## src/rtl/alu_issue_stage.sv

```systemverilog
// Purpose: queues ALU requests, presents the FIFO head to a combinational alu and registers its result.
// Latency: a request accepted at edge N shows on out_* after edge N+1 (empty pipe); throughput 1 op/cycle.
// Backpressure: in_ready drops when the FIFO is full; the result register holds while out_valid & !out_ready.
module alu_issue_stage #(
  parameter int DEPTH  = 4,
  parameter int DATA_W = 32
) (
  input  logic                       clk,
  input  logic                       rst,
  input  logic                       in_valid,
  output logic                       in_ready,
  input  logic [DATA_W-1:0]          in_src1,
  input  logic [DATA_W-1:0]          in_src2,
  input  logic [3:0]                 in_ctrl,
  output logic [DATA_W-1:0]          alu_src1,
  output logic [DATA_W-1:0]          alu_src2,
  output logic [3:0]                 alu_ctrl,
  input  logic [DATA_W-1:0]          alu_result,
  input  logic                       alu_zero,
  input  logic                       alu_cout,
  input  logic                       alu_overflow,
  output logic                       out_valid,
  input  logic                       out_ready,
  output logic [DATA_W-1:0]          out_result,
  output logic [2:0]                 out_zcv,
  output logic [3:0]                 out_ctrl,
  output logic                       out_illegal,
  output logic [$clog2(DEPTH):0]     fifo_count
);

  localparam int AW = $clog2(DEPTH);
  localparam int CW = AW + 1;
  localparam logic [CW-1:0] FULL = CW'(DEPTH);

  logic [DATA_W-1:0] mem_src1 [DEPTH];
  logic [DATA_W-1:0] mem_src2 [DEPTH];
  logic [3:0]        mem_ctrl [DEPTH];

  logic [AW-1:0] wr_ptr;
  logic [AW-1:0] rd_ptr;
  logic [CW-1:0] count;

  logic       not_empty;
  logic       push;
  logic       issue;
  logic       arith;
  logic       illegal_next;
  logic [2:0] zcv_next;

  assign not_empty  = (count != '0);
  assign in_ready   = (count != FULL);
  assign push       = in_valid & in_ready;
  assign issue      = not_empty & (~out_valid | out_ready);
  assign fifo_count = count;

  // Head entry drives the alu; idle inputs are held at zero so the alu sees no stale op.
  assign alu_src1 = not_empty ? mem_src1[rd_ptr] : '0;
  assign alu_src2 = not_empty ? mem_src2[rd_ptr] : '0;
  assign alu_ctrl = not_empty ? mem_ctrl[rd_ptr] : 4'd0;

  // Decode the head op: carry/overflow only mean something for ADD/SUB; flag unsupported codes.
  always_comb begin
    arith        = 1'b0;
    illegal_next = 1'b0;
    case (alu_ctrl)
      4'd2, 4'd6:        arith = 1'b1;
      4'd0, 4'd1, 4'd7,
      4'd12:             arith = 1'b0;
      default:           illegal_next = 1'b1;
    endcase
    zcv_next = {alu_zero, arith ? {alu_cout, alu_overflow} : 2'b00};
  end

  // FIFO storage needs no reset: the pointers and count define which entries are live.
  always_ff @(posedge clk) begin
    if (push) begin
      mem_src1[wr_ptr] <= in_src1;
      mem_src2[wr_ptr] <= in_src2;
      mem_ctrl[wr_ptr] <= in_ctrl;
    end
  end

  // Pointer and occupancy bookkeeping; simultaneous push and pop leave the count unchanged.
  always_ff @(posedge clk or posedge rst) begin
    if (rst) begin
      wr_ptr <= '0;
      rd_ptr <= '0;
      count  <= '0;
    end else begin
      if (push)  wr_ptr <= wr_ptr + AW'(1);
      if (issue) rd_ptr <= rd_ptr + AW'(1);
      case ({push, issue})
        2'b10:   count <= count + CW'(1);
        2'b01:   count <= count - CW'(1);
        default: count <= count;
      endcase
    end
  end

  // Result register: load on issue, otherwise release on consume while keeping the data.
  always_ff @(posedge clk or posedge rst) begin
    if (rst) begin
      out_valid   <= 1'b0;
      out_result  <= '0;
      out_zcv     <= 3'b000;
      out_ctrl    <= 4'd0;
      out_illegal <= 1'b0;
    end else if (issue) begin
      out_valid   <= 1'b1;
      out_result  <= alu_result;
      out_zcv     <= zcv_next;
      out_ctrl    <= alu_ctrl;
      out_illegal <= illegal_next;
    end else if (out_valid & out_ready) begin
      out_valid   <= 1'b0;
    end
  end

endmodule

```

## config.mk

```make
export PLATFORM = sky130hd
export DESIGN_NAME = alu_issue_stage
export DESIGN_NICKNAME = d
export VERILOG_FILES = /design/src/rtl/alu_issue_stage.sv
export SDC_FILE = /design/constraint.sdc
export NUM_CORES = 1
export LEC_CHECK = 0
export ABC_AREA = 1
export BUFFER_PORTS_ARGS = -buffer_cell sky130_fd_sc_hd__buf_2
export CORE_MARGIN = 4
export CORE_UTILIZATION = 60
export DETAILED_ROUTE_END_ITERATION = 6
export PLACE_DENSITY = 0.85
export SLEW_MARGIN = 5
export SYNTH_ARGS = -nofsm -noshare
export SYNTH_HDL_FRONTEND = slang
export SYNTH_SLANG_ARGS = --single-unit
```

## constraint.sdc

```tcl
create_clock -name clk -period 12.7 [get_ports clk]
set_input_delay 1.27 -clock clk [delete_from_list [all_inputs] [get_ports clk]]
set_output_delay 1.27 -clock clk [all_outputs]
set_load 0.005 [all_outputs]
```

# [After elaboration in Yosys (flattened, before gate mapping)]
# Memory sizes are Yosys's and may differ from the RTL's.
# Index checks and enable logic that the tools add are counted.
[classes] n_reduce_logical=6 muxes=11 bitwise_logic=5 eq_ne=8 add_sub_neg=4
[op_table] op="2-to-1 mux 32 bit" count=2
[op_table] op="equality test 4 x 3 -> 1 bit (second input constant)" count=2
[op_table] op="2-to-1 mux 1 bit" count=6
[op_table] op="one-hot mux 3 bit (2 select lines)" count=1
[op_table] op="OR reduction 6 bit" count=1
[op_table] op="adder 2 x 1 -> 2 bit (second input constant)" count=2
[op_table] op="equality test 4 x 1 -> 1 bit (second input constant)" count=1
[op_table] op="equality test 4 x 2 -> 1 bit (second input constant)" count=1
[op_table] op="equality test 4 bit (second input constant)" count=1
[op_table] op="logical NOT 4 bit" count=1
[op_table] op="2-to-1 mux 4 bit" count=1
[op_table] op="nonzero test 2 bit" count=2
[op_table] op="adder 3 x 1 -> 3 bit (second input constant)" count=1
[op_table] op="AND 1 bit" count=3
[op_table] op="inequality test 3 bit (second input constant)" count=1
[op_table] op="nonzero test 3 bit" count=1
[op_table] op="subtractor 3 x 1 -> 3 bit (second input constant)" count=1
[op_table] op="equality test 2 x 1 -> 1 bit (second input constant)" count=1
[op_table] op="equality test 2 bit (second input constant)" count=1
[op_table] op="2-to-1 mux 2 bit" count=1
[op_table] op="OR reduction 2 bit" count=1
[op_table] op="NOT 1 bit" count=1
[op_table] op="bitwise OR 1 bit" count=1
[totals] reg_bits=48 mem_count=3 output_inout_bits=113 in_bits=107 ram_bits=272
[mem_list] memory="mem_src1" words=4 word_bits=32 read_ports=1 rd_ports_with_merged_regs=0 write_ports=1 line="35" rtl="logic [DATA_W-1:0] mem_src1 [DEPTH];"
[mem_list] memory="mem_src2" words=4 word_bits=32 read_ports=1 rd_ports_with_merged_regs=0 write_ports=1 line="36" rtl="logic [DATA_W-1:0] mem_src2 [DEPTH];"
[mem_list] memory="mem_ctrl" words=4 word_bits=4 read_ports=1 rd_ports_with_merged_regs=0 write_ports=1 line="37" rtl="logic [3:0] mem_ctrl [DEPTH];"

# [Depth between registers and ports, before layout]
# Gate-level depths: netlist of the first run.
[depth] word_depth=6 mapped_depth=11 ltp_nobuf=10

# [Least setup slack after synthesis of the first run]
# OpenSTA, ideal clock, no wires.
[synth_path] path_kind="input port to flip-flop" from="input in_valid" to="memory mem_ctrl[0][0] (enable)" required_ns=12.205 t_arrival_ns=4.293 setup_slack_ns=7.912 cell_stages=2 cell_sequence="nand2_1 -> nor2_1"
[synth_between] elab_chain_len=3
[synth_rtl] element="from (decl)" line="10" rtl="input logic in_valid,"
[synth_rtl] element="AND 1 bit" line="52" rtl="assign push = in_valid & in_ready;"
[synth_rtl] element="2-to-1 mux 1 bit" line="76" rtl="if (push) begin"
[synth_rtl] element="2-to-1 mux 1 bit (not written as such)" line="79" rtl="mem_ctrl[wr_ptr] <= in_ctrl;"
[synth_rtl] element="to (decl)" line="37"
# Every way passes these cells.

# [Worst setup path in the final report of the first run]
[layout_path] from="register rd_ptr[1]" to="output alu_src2[6]"
[layout_between] elab_chain_len=2
[layout_rtl] element="from (decl)" line="40" rtl="logic [AW-1:0] rd_ptr;"
[layout_rtl] element="from (signal assigned)" line="91" rtl="if (issue) rd_ptr <= rd_ptr + AW'(1);"
[layout_rtl] element="memory read (4 x 32 bit)"
[layout_rtl] element="2-to-1 mux 32 bit" line="58" rtl="assign alu_src2 = not_empty ? mem_src2[rd_ptr] : '0;"
[layout_rtl] element="to (decl)" line="16" rtl="output logic [DATA_W-1:0] alu_src2,"
# Every way passes these cells.

==> run_results.csv, run 1 <==
group,metric,value,unit
routing,drt_iter0_drc,766,
placed_design,dp_hpwl,15.4,mm
synth,postSynthCellCount,1032,
status,status,"completed",
sta,skew,0.00935,ns
power_and_ir_drop,power.density,252,nW/µm²
power_and_ir_drop,p_switching,1.31,mW
routing,num_vias,8419,
power_and_ir_drop,p_leak,5.84,nW
power_and_ir_drop,seqPwrFrac,40.4,%
power_and_ir_drop,p_clk_share,25.2,%
sta,period_minus_slack,4.49,ns
sta,slew_headroom,29.4,%
routing,drcViolationCount,0,
clock_network,hold_buffers,0,
sta,setup_tns,0,ns
sta,slew_violations,0,
global_routing,grt_max_degree,109,
clock_network,cts_setup_buffers,0,
global_routing,grt_use_total,22.9,%
floorplanning,pin_count,220,
critical_path,cp_slowest_cell,"buf_4",
clock_network,htree_num_levels,2,
critical_path,worst_path_most_repeated_cell,"buf_4",
critical_path,startpoint_type,"register",
critical_path,r2r_cells,11,
synth,synth_cell_types,23,
floorplanning,core_area,20400,µm²
synth,syn_area_per_cell,12.2,µm²
sta,worst_slew_pin_slew,1.06,ns
synth,synth_warnings,0,
routing,ant_nets,0,
synth,synth_nets,1145,
sta,setup_viol_count_final,0,
clock_network,cts_buffer_depth,3,
clock_network,path_clk_slew,0.06,ns
final_layout,fin_nets,1350,
critical_path,cpPeakStageDelay,0.70,ns
critical_path,crit_chain,"buf_4, inv_2, buf_4, nor2_1, o21ai_1, a21oi_1, buf_2",
critical_path,r2r_setup_slack,9.70,ns
final_layout,area_growth,18.0,%
flow_run,drv_cap,0,
critical_path,crit_required,11.43,ns
routing,via_per_inst,5.50,
clock_network,cts_root_buf,"clkbuf_16",
synth,syn_area,12500,µm²
synth,ys_seq_area_share,74.7,%
placed_design,place_congestion,0.865,
global_routing,grt_pass1_wl,43.1,mm
clock_network,post_cts_resized,0,
power_and_ir_drop,power_frac_comb,34.4,%
critical_path,end_kind,"output pin",
clock_network,cts_tree,"done",
global_routing,antenna_found_initial,3,
floorplanning,fp-row-count,52,
power_and_ir_drop,max-vdd-ir-drop,0.166,mV
floorplanning,start_util,61.4,%
sta,finalHoldViolations,0,
final_layout,multi_input_area,2770,µm²
sta,post-route-period-util,35.3,%
clock_network,cts_buffers,34,
sta,whs,0.474,ns
floorplanning,dieWidth,153,µm
global_routing,grt_pass1_vias,8304,
critical_path,critPathKind,"register to output pin",
routing,drtPass1Iterations,5,
hold_path,hold_path.class,"register to register",
critical_path,critPathArrivalTime,3.22,ns
hold_path,min_from,"out_result[6]",
final_layout,ff_latch_area,9370,µm²
floorplanning,die_h,153,µm
power_and_ir_drop,p_int,2.42,mW
critical_path,reg2reg_to,"out_illegal",
critical_path,reg2reg_from,"rd_ptr[1]",
routing,routedWlPerCell,17.7,µm
global_routing,grt-ovfl-total,0,
floorplanning,dieArea,23300,µm²
final_layout,fillers,1317,
clock_network,clk_latency,0.50,ns
synth,ys_ff_latch,320,
final_layout,post-route-util,72.5,%
hold_path,whs_path_depth,2,
clock_network,clkSinkCount,320,
hold_path,holdPathEnd,"out_result[6]",
critical_path,crit_path_max_fanout,70,
power_and_ir_drop,p_sw_share,35.2,%
final_layout,drive_gt1_share,23.0,%
sta,max_freq,0.223,GHz
placed_design,io_buffers,219,
routing,wl,27.1,mm
sta,rsz0062_at_grt,"no",
-- synthesized netlist by cell type (all sizes together) --
cell / number / share of area, %
a21oi: 66 / 2.6
buf: 46 / 2.5
clkbuf: 14 / 0.42
dfrtp: 48 / 9.6
edfxtp: 272 / 65
fa: 1 / 0.16
ha: 5 / 0.50
inv: 19 / 0.57
nand2: 138 / 4.1
nand3: 17 / 0.76
nor2: 267 / 8.0
o21ai: 135 / 5.4
xnor2: 1 / 0.070
xor2: 3 / 0.21
-- cell families (layout without fill, tap and decap cells) --
logic type,Yosys count,in the layout,share of synthesized area (%)
flops,320,320,74.7
simple gates,422,422,12.9
fa+ha+maj,6,6,0.658
xor+xnor,4,4,0.279
other cells,0,1,0
compound gates,201,201,8.02
buf+inv,79,308,3.48
-- cells in the final DEF, fill, tap and decap left out, types with 2 or more instances in the layout --
cell       synthesis  routed
inv_1             17      14
o21ai_1           46      46
nand2_1          137     137
clkinv_1           0       8
a21oi_1           66      66
bufinv_16          0       2
clkbuf_16          0      35
inv_2              2       4
edfxtp_1         272     272
clkbuf_8           0       2
dfrtp_1           48      46
nand3_1           15      15
xor2_1             3       3
buf_2             28     219
nand3_2            2       2
ha_1               5       5
nor2_4             0       4
buf_4              7      10
inv_6              0       2
clkbuf_1          14       6
nor2_1           266     262
o21ai_0           89      89
clkinv_2           0       2
-- flip-flops by register name, summed over array words and instances, names as in the netlist --
register	cells
rd_ptr	2
mem_src1	128
mem_ctrl	16
out_ctrl	4
out_valid	1
wr_ptr	2
fifo_count	3
out_zcv	3
mem_src2	128
out_illegal	1
out_result	32
-- how the worst max path moves through the flow --
stage                    from             end  slack, ns  cells after the start
finish              rd_ptr[1]     alu_src2[6]       8.21                      7
global route        rd_ptr[1]     alu_src1[0]       8.01                      7
CTS                 rd_ptr[1]    alu_src2[31]       8.26                      7
detailed placement  rd_ptr[1]    alu_src2[31]       8.81                      7
global placement    rd_ptr[1]    alu_src2[31]       8.81                      7
floorplan            in_valid  mem_ctrl[0][0]       7.91                      2
-- worst max-delay path, delay by kind of cell, from the launching register on --
kind,cells,cell delay [ns]
buffers and inverters,4,1.81
DFF,1,0.34
AOI/OAI and AO/OA,2,0.32
and+or+nand+nor,1,0.16
-- area by class of cell --
type	instances	share of cell area, %
timing repair buffer	229	7.91
sequential	320	63.3
clock inverter	17	1.01
clock buffer	43	6.25
tap	270	2.28
multi-input combinational	633	18.7
antenna	1	0.0169
inverter	19	0.498
-- per-layer routing --
metal | global-route usage [%] | routed length, µm
met3 | 5.96 | 2250
met2 | 39.5 | 13700
met4 | 5.94 | 524
met1 | 29.1 | 10600
met5 | 0 | 37
-- power groups by stage --
| stage | combinational, mW | clock, mW | sequential [mW] |
|---|---|---|---|
| 2_1_floorplan | 0.819 | 0 | 1.51 |
| 3_3_place_gp | 1.26 | 0 | 1.52 |
| 3_5_place_dp | 1.29 | 0 | 1.53 |
| 4_1_cts | 1.30 | 0.953 | 1.51 |
| 5_1_grt | 1.44 | 1.01 | 1.53 |
| 6_report | 1.28 | 0.939 | 1.51 |
-- per-stage QoR --
stage                     setup slack, ns  std cells  power, mW  cell area (µm²)
after floorplan                      7.91       1032       2.33            12500
after global placement               8.81       1471       2.77            13700
after detailed placement             8.81       1471       2.81            13700
after CTS                            8.26       1531       3.76            14800
after global routing                 8.01       1531       3.97            14800
final                                8.21       1532       3.73            14800
No activity file was read; power rests on OpenSTA's default activity.
==> run 2, diff against run 1 <==
--- a/config.mk
+++ b/config.mk
@@ -8,9 +8,9 @@
 export ABC_AREA = 1
 export BUFFER_PORTS_ARGS = -buffer_cell sky130_fd_sc_hd__buf_2
 export CORE_MARGIN = 4
-export CORE_UTILIZATION = 60
+export CORE_UTILIZATION = 56
 export DETAILED_ROUTE_END_ITERATION = 6
-export PLACE_DENSITY = 0.85
+export PLACE_DENSITY = 0.8
 export SLEW_MARGIN = 5
 export SYNTH_ARGS = -nofsm -noshare
 export SYNTH_HDL_FRONTEND = slang
==> constraint.sdc (replaced) <==
create_clock -name clk -period 4.2 [get_ports clk]
set_input_delay 0.42 -clock clk [delete_from_list [all_inputs] [get_ports clk]]
set_output_delay 0.42 -clock clk [all_outputs]
set_load 0.005 [all_outputs]
==> run_results.csv, run 2 (synthesis results as in run 1) <==
group,metric,value,unit
hold_path,whs_path_depth,3,
critical_path,crit_required,3.78,ns
routing,via_per_inst,5.39,
routing,ant_nets,0,
critical_path,end_kind,"output pin",
clock_network,cts_tree,"done",
global_routing,grt-ovfl-total,0,
final_layout,layout_commonest_cell,"edfxtp_1",
critical_path,cp_slowest_cell,"dfrtp_4",
sta,setup_tns,0,ns
global_routing,grt_max_degree,84,
floorplanning,die_h,158,µm
final_layout,fin_nets,1352,
critical_path,crit_path_max_fanout,56,
critical_path,critPathArrivalTime,3.07,ns
hold_path,hold_path.class,"primary input to register",
critical_path,crit_chain,"clkinv_2, buf_4, o21ai_0, a21oi_1, buf_2",
sta,period_minus_slack,3.49,ns
floorplanning,dieArea,24900,µm²
critical_path,reg2reg_from,"rd_ptr[0]",
critical_path,reg2reg_to,"out_illegal",
status,status,"completed",
sta,setup_viol_count_final,0,
clock_network,htree_num_levels,1,
placed_design,dp_hpwl,16.2,mm
sta,slew_headroom,30.5,%
clock_network,clk_latency,0.55,ns
routing,routedWlPerCell,18.1,µm
sta,skew,0.0195,ns
sta,finalHoldViolations,0,
flow_run,drv_cap,0,
floorplanning,pin_count,220,
routing,drtPass1Iterations,5,
sta,post-route-period-util,83.0,%
critical_path,startpoint_type,"register",
power_and_ir_drop,power.density,764,nW/µm²
final_layout,top_regs,"mem_src1: 128 flops, mem_src2: 128 flops, out_result: 32 flops",
sta,slew_violations,0,
floorplanning,fp-row-count,54,
global_routing,grt_pass1_vias,8220,
final_layout,stdcell_count,1545,
power_and_ir_drop,total_power,11.4,mW
routing,drcViolationCount,0,
clock_network,cts_buffers,31,
final_layout,drive_gt1_share,23.9,%
critical_path,r2r_setup_slack,1.66,ns
final_layout,area_growth,18.5,%
critical_path,cpPeakStageDelay,0.84,ns
final_layout,layout_common_cells,"272 x edfxtp_1, 262 x nor2_1, 219 x buf_2, 137 x nand2_1, 89 x o21ai_0",
sta,rsz0062_at_grt,"no",
sta,whs,0.0664,ns
critical_path,critPathKind,"register to output pin",
placed_design,dp_cells,1486,
placed_design,io_buffers,219,
floorplanning,dieWidth,158,µm
clock_network,clkSinkCount,320,
clock_network,hold_buffers,0,
critical_path,cp_num_buf_inv,3,
power_and_ir_drop,p_leak,5.88,nW
floorplanning,core_area,22000,µm²
clock_network,cts_setup_buffers,0,
floorplanning,start_util,57.2,%
routing,wl,27.9,mm
sta,max_freq,0.287,GHz
sta,postLayoutSetupSlackWorst,0.712,ns
global_routing,grt_use_total,21.4,%
global_routing,antenna_found_initial,6,
final_layout,post-route-util,67.7,%
critical_path,r2r_cells,9,
placed_design,dpl_cell_area,13800,µm²
hold_path,min_from,"alu_result[12]",
power_and_ir_drop,max-vdd-ir-drop,0.517,mV
clock_network,cts_root_buf,"clkbuf_16",
final_layout,fillers,1490,
placed_design,place_ws,1.31,ns
sta,worst_slew_pin_slew,1.04,ns
hold_path,holdPathEnd,"out_result[12]",
clock_network,path_clk_slew,0.06,ns
clock_network,post_cts_resized,0,
global_routing,grt_pass1_wl,41.8,mm
routing,drt_iter0_drc,669,
placed_design,place_congestion,0.756,
clock_network,cts_buffer_depth,3,
critical_path,crit_family,"buffers and inverters",
routing,num_vias,8325,
final_layout,postLayoutCellArea,14900,µm²
[run 2: cell count changes in the layout (fill, tap and decap cells not counted)]
cell        change
clkinv_1        -8
clkinv_2        +6
buf_4           +4
clkbuf_16       -4
bufinv_16       +3
clkbuf_8        +2
buf_12          +1
clkbuf_1        -1
clkbuf_4        +1
clkinv_4        -1
clkinv_8        -1
clkinvlp_4      +1
[run 2: routing by layer]
layer / track usage (%) / up-vias / share of wire (%) / routed length, µm
li1: - / 3972 / - / -
met1: 26.8 / 3932 / 40 / 11200
met2: 37.6 / 351 / 50 / 13900
met3: 4.84 / 60 / 7.7 / 2160
met4: 6.23 / 10 / 1.9 / 530
met5: 0 / - / 0.25 / 69
[run 2: final cells by class]
cell class / instances / area (µm²) / share of cell area (%)
Sequential cell: 320 / 9370 / 63.0
Timing Repair Buffer: 234 / 1220 / 8.21
Clock buffer: 41 / 857 / 5.76
Antenna cell: 1 / 2.50 / 0.0168
Tap cell: 280 / 350 / 2.36
Inverter: 19 / 72.6 / 0.488
Multi-Input combinational cell: 633 / 2770 / 18.6
Clock inverter: 17 / 224 / 1.51
[run 2: how the worst max path moves through the flow]
| stage | slack (ns) | depth (start not counted) | to | startpoint |
|---|---|---|---|---|
| 2_1_floorplan | 0.07 | 4 | mem_ctrl[0][0] | fifo_count[0] |
| 3_3_place_gp | 1.41 | 5 | alu_src2[4] | rd_ptr[0] |
| 3_5_place_dp | 1.31 | 5 | alu_src2[13] | rd_ptr[0] |
| 4_1_cts | 0.69 | 5 | alu_src2[19] | rd_ptr[0] |
| 5_1_grt | 0.48 | 5 | alu_src2[14] | rd_ptr[0] |
| 6_report | 0.71 | 5 | alu_src2[19] | rd_ptr[0] |
[run 2: where the power goes]
part / switching, mW / internal, mW
combinational: 2.52 / 1.39
sequential: 0.310 / 4.26
clock: 1.13 / 1.74
[run 2: worst min-delay path, delay by kind of cell]
kind                   cells  cell delay (ns)
buffers and inverters      1             0.07
and+or+nand+nor            2             0.09
==> run 3, diff against run 2 <==
--- a/config.mk
+++ b/config.mk
@@ -5,12 +5,12 @@
 export SDC_FILE = /design/constraint.sdc
 export NUM_CORES = 1
 export LEC_CHECK = 0
-export ABC_AREA = 1
+export ABC_AREA = 0
 export BUFFER_PORTS_ARGS = -buffer_cell sky130_fd_sc_hd__buf_2
 export CORE_MARGIN = 4
-export CORE_UTILIZATION = 56
+export CORE_UTILIZATION = 50
 export DETAILED_ROUTE_END_ITERATION = 6
-export PLACE_DENSITY = 0.8
+export PLACE_DENSITY = 0.76
 export SLEW_MARGIN = 5
 export SYNTH_ARGS = -nofsm -noshare
 export SYNTH_HDL_FRONTEND = slang
==> constraint.sdc (replaced) <==
create_clock -name clk -period 3.1 [get_ports clk]
set_input_delay 0.31 -clock clk [delete_from_list [all_inputs] [get_ports clk]]
set_output_delay 0.31 -clock clk [all_outputs]
set_load 0.005 [all_outputs]
==> run_results.csv, run 3 <==
group,metric,value,unit
clock_network,cts_tree,"done",
floorplanning,fp-row-count,56,
sta,slew_violations,0,
placed_design,io_buffers,219,
synth,synth_compound_area_share,0.184,%
clock_network,path_clk_slew,0.05,ns
final_layout,antennaDiodeCount,0,
synth,synth_xor_xnor_area_share,0.430,%
sta,skew,0.0119,ns
final_layout,layout_common_cells,"272 x edfxtp_1, 219 x buf_2, 116 x nand2_1, 69 x and2_1, 68 x mux4_2",
routing,via_per_inst,5.19,
synth,synth_cell_types,29,
synth,synthMuxAreaShare,12.8,%
sta,rsz0062_at_grt,"no",
routing,ant_nets,0,
sta,finalHoldViolations,0,
critical_path,critPathArrivalTime,2.30,ns
critical_path,cp_num_buf_inv,2,
critical_path,crit_path_max_fanout,38,
floorplanning,die_h,164,µm
global_routing,grt_pass1_wl,38.7,mm
global_routing,grt_pass1_vias,7004,
sta,setup_viol_count_final,0,
flow_run,drv_cap,0,
status,status,"completed",
synth,synth_largest_area_cell,"edfxtp_1",
power_and_ir_drop,p_leak,5.69,nW
routing,drtPass1Iterations,5,
clock_network,cts_buffer_depth,3,
critical_path,critPathKind,"register to output pin",
synth,synth-main-ff-cell,"edfxtp_1",
routing,wl,24.8,mm
sta,max_freq,0.383,GHz
routing,num_vias,6411,
synth,synth_edf_count,272,
hold_path,hold_path.class,"primary input to register",
critical_path,crit_required,2.79,ns
synth,postSynthCellCount,645,
synth,synth.most_common_cell,"edfxtp_1",
placed_design,place_congestion,0.701,
critical_path,crit_family,"flip-flops",
synth,synthArstFlopShare,15.0,%
synth,netlist.area_leader.share,66.8,%
synth,synth_warnings,0,
power_and_ir_drop,power.density,975,nW/µm²
clock_network,clkSinkCount,320,
routing,drcViolationCount,0,
final_layout,fin_nets,1007,
global_routing,grt_use_total,18.8,%
floorplanning,pin_count,220,
placed_design,dp_hpwl,15.7,mm
synth,syn_area,12200,µm²
clock_network,cts_root_buf,"clkbuf_16",
critical_path,end_kind,"output pin",
final_layout,area_growth,21.9,%
global_routing,grt_max_degree,70,
sta,period_minus_slack,2.61,ns
final_layout,layout_commonest_cell,"edfxtp_1",
floorplanning,dieWidth,164,µm
global_routing,antenna_found_initial,6,
sta,post-route-period-util,84.3,%
synth,ys_seq_area_share,76.6,%
floorplanning,start_util,51.5,%
power_and_ir_drop,max-vdd-ir-drop,0.564,mV
placed_design,place_ws,0.725,ns
critical_path,cpPeakStageDelay,0.82,ns
critical_path,startpoint_type,"register",
routing,drt_iter0_drc,496,
synth,synth_top_family_by_area,"multiplexers",
floorplanning,dieArea,27000,µm²
final_layout,stdcell_count,1236,
sta,worst_slew_pin_slew,0.957,ns
final_layout,drive_gt1_share,39.0,%
synth,synthSimpleGateAreaFrac,7.76,%
critical_path,cp_slowest_cell,"dfrtp_4",
final_layout,top_regs,"mem_src1: 128 flops, mem_src2: 128 flops, out_result: 32 flops",
clock_network,clk_latency,0.49,ns
sta,slew_headroom,35.8,%
synth,synthTopCellsByCount,"272 x edfxtp_1, 116 x nand2_1, 69 x and2_1",
clock_network,htree_num_levels,2,
synth,ys_ff_latch,320,
synth,syn_area_per_cell,19.0,µm²
clock_network,cts_buffers,34,
synth,ys_top_cells_by_area,"edfxtp_1 67%, mux4_2 13%, dfrtp_1 9.8%",
floorplanning,core_area,23800,µm²
synth,synth_nets,758,
sta,setup_tns,0,ns
routing,routedWlPerCell,20.1,µm
placed_design,dp_cells,1167,
critical_path,crit_chain,"buf_4, mux4_2, and2_1, buf_2",
synth,synthAdderAreaFrac,0.675,%
sta,postLayoutSetupSlackWorst,0.488,ns
global_routing,grt-ovfl-total,0,
## run 3: cell count changes in the layout (fill, tap and decap cells not counted), moves of 5 or more
cell,change
mux4_2,+68
o21ai_0,-89
clkinv_1,+5
dlygate4sd3_1,+10
o21ai_1,-43
nand3_1,-14
inv_1,-8
and2_1,+69
nor2_1,-261
a21oi_1,-66
nand2_1,-21
clkbuf_1,+5
## run 3: logic make-up (layout without fill, tap and decap cells)
family	count (synthesis)	in the layout
xor+xnor	6	6
fa+ha+maj	6	6
flops	320	320
mux	71	71
compound gates	4	4
simple gates	198	198
buf+inv	40	312
## run 3: power breakdown
| part | internal (mW) | switching [mW] |
|---|---|---|
| Sequential | 5.76 | 0.418 |
| Clock | 2.20 | 1.51 |
| Combinational | 2.32 | 2.31 |
| Total | 10.3 | 4.24 |
## run 3: repair_timing
action                                  in CTS  in global routing
gates resized for setup                      0                  0
endpoints found under the setup margin       0                  0
hold buffers                                10                  0
buffers inserted                             0                  0
hold endpoints to repair                    35                  0
## run 3: routing by layer
layer | vias to the layer above | wire length (µm) | GRT usage [%]
met5 | - | 86 | 0
li1 | 2943 | - | -
met3 | 49 | 2550 | 6.36
met1 | 3151 | 9510 | 23.9
met2 | 256 | 12200 | 31.5
met4 | 12 | 465 | 4.57
## run 3: worst register-to-register path, delay by kind of cell, from the launching register on
family | cells | cell delay, ns
flops | 1 | 0.41
fa+ha+maj | 2 | 0.68
xor+xnor | 2 | 0.33
buf+inv | 2 | 0.55
simple gates | 3 | 0.35
## run 3: layout make-up
cell class              instances  area [µm²]
flip-flops and latches        320        9380
fillers                      1675        8850
multi-input cells             285        2690
repair buffers                245        1380
clock buffers                  47         941
well taps                     319         399
clock inverters                12        83.8
inverters                       8        30.0
## run 3: per-stage QoR
step / hold slack, ns / area (µm²) / power (mW) / util [%]
2_1_floorplan: 0.409 / 12200 / 9.02 / -
3_3_place_gp: 0.448 / 13800 / 10.9 / 58.0
3_5_place_dp: 0.447 / 13800 / 11.0 / 58.0
4_1_cts: 0.00184 / 14900 / 14.8 / 62.7
5_1_grt: 0.00963 / 14900 / 15.5 / 62.7
6_report: 0.0240 / 14900 / 14.5 / 62.7
## run 3: worst paths after layout
check | from | endpoint | slack (ns) | cells after the start
hold / removal | alu_result[6] | out_result[6] | 0.02 | 3
setup / recovery | rd_ptr[1] | alu_src2[5] | 0.49 | 4
min in group asynchronous | rst | out_result[14] | 0.48 | 3
setup reg to reg | fifo_count[2] | fifo_count[2] | 0.71 | 9
max in group asynchronous | rst | out_zcv[2] | 1.87 | 4
hold reg to reg | out_zcv[2] | out_zcv[2] | 0.47 | 2
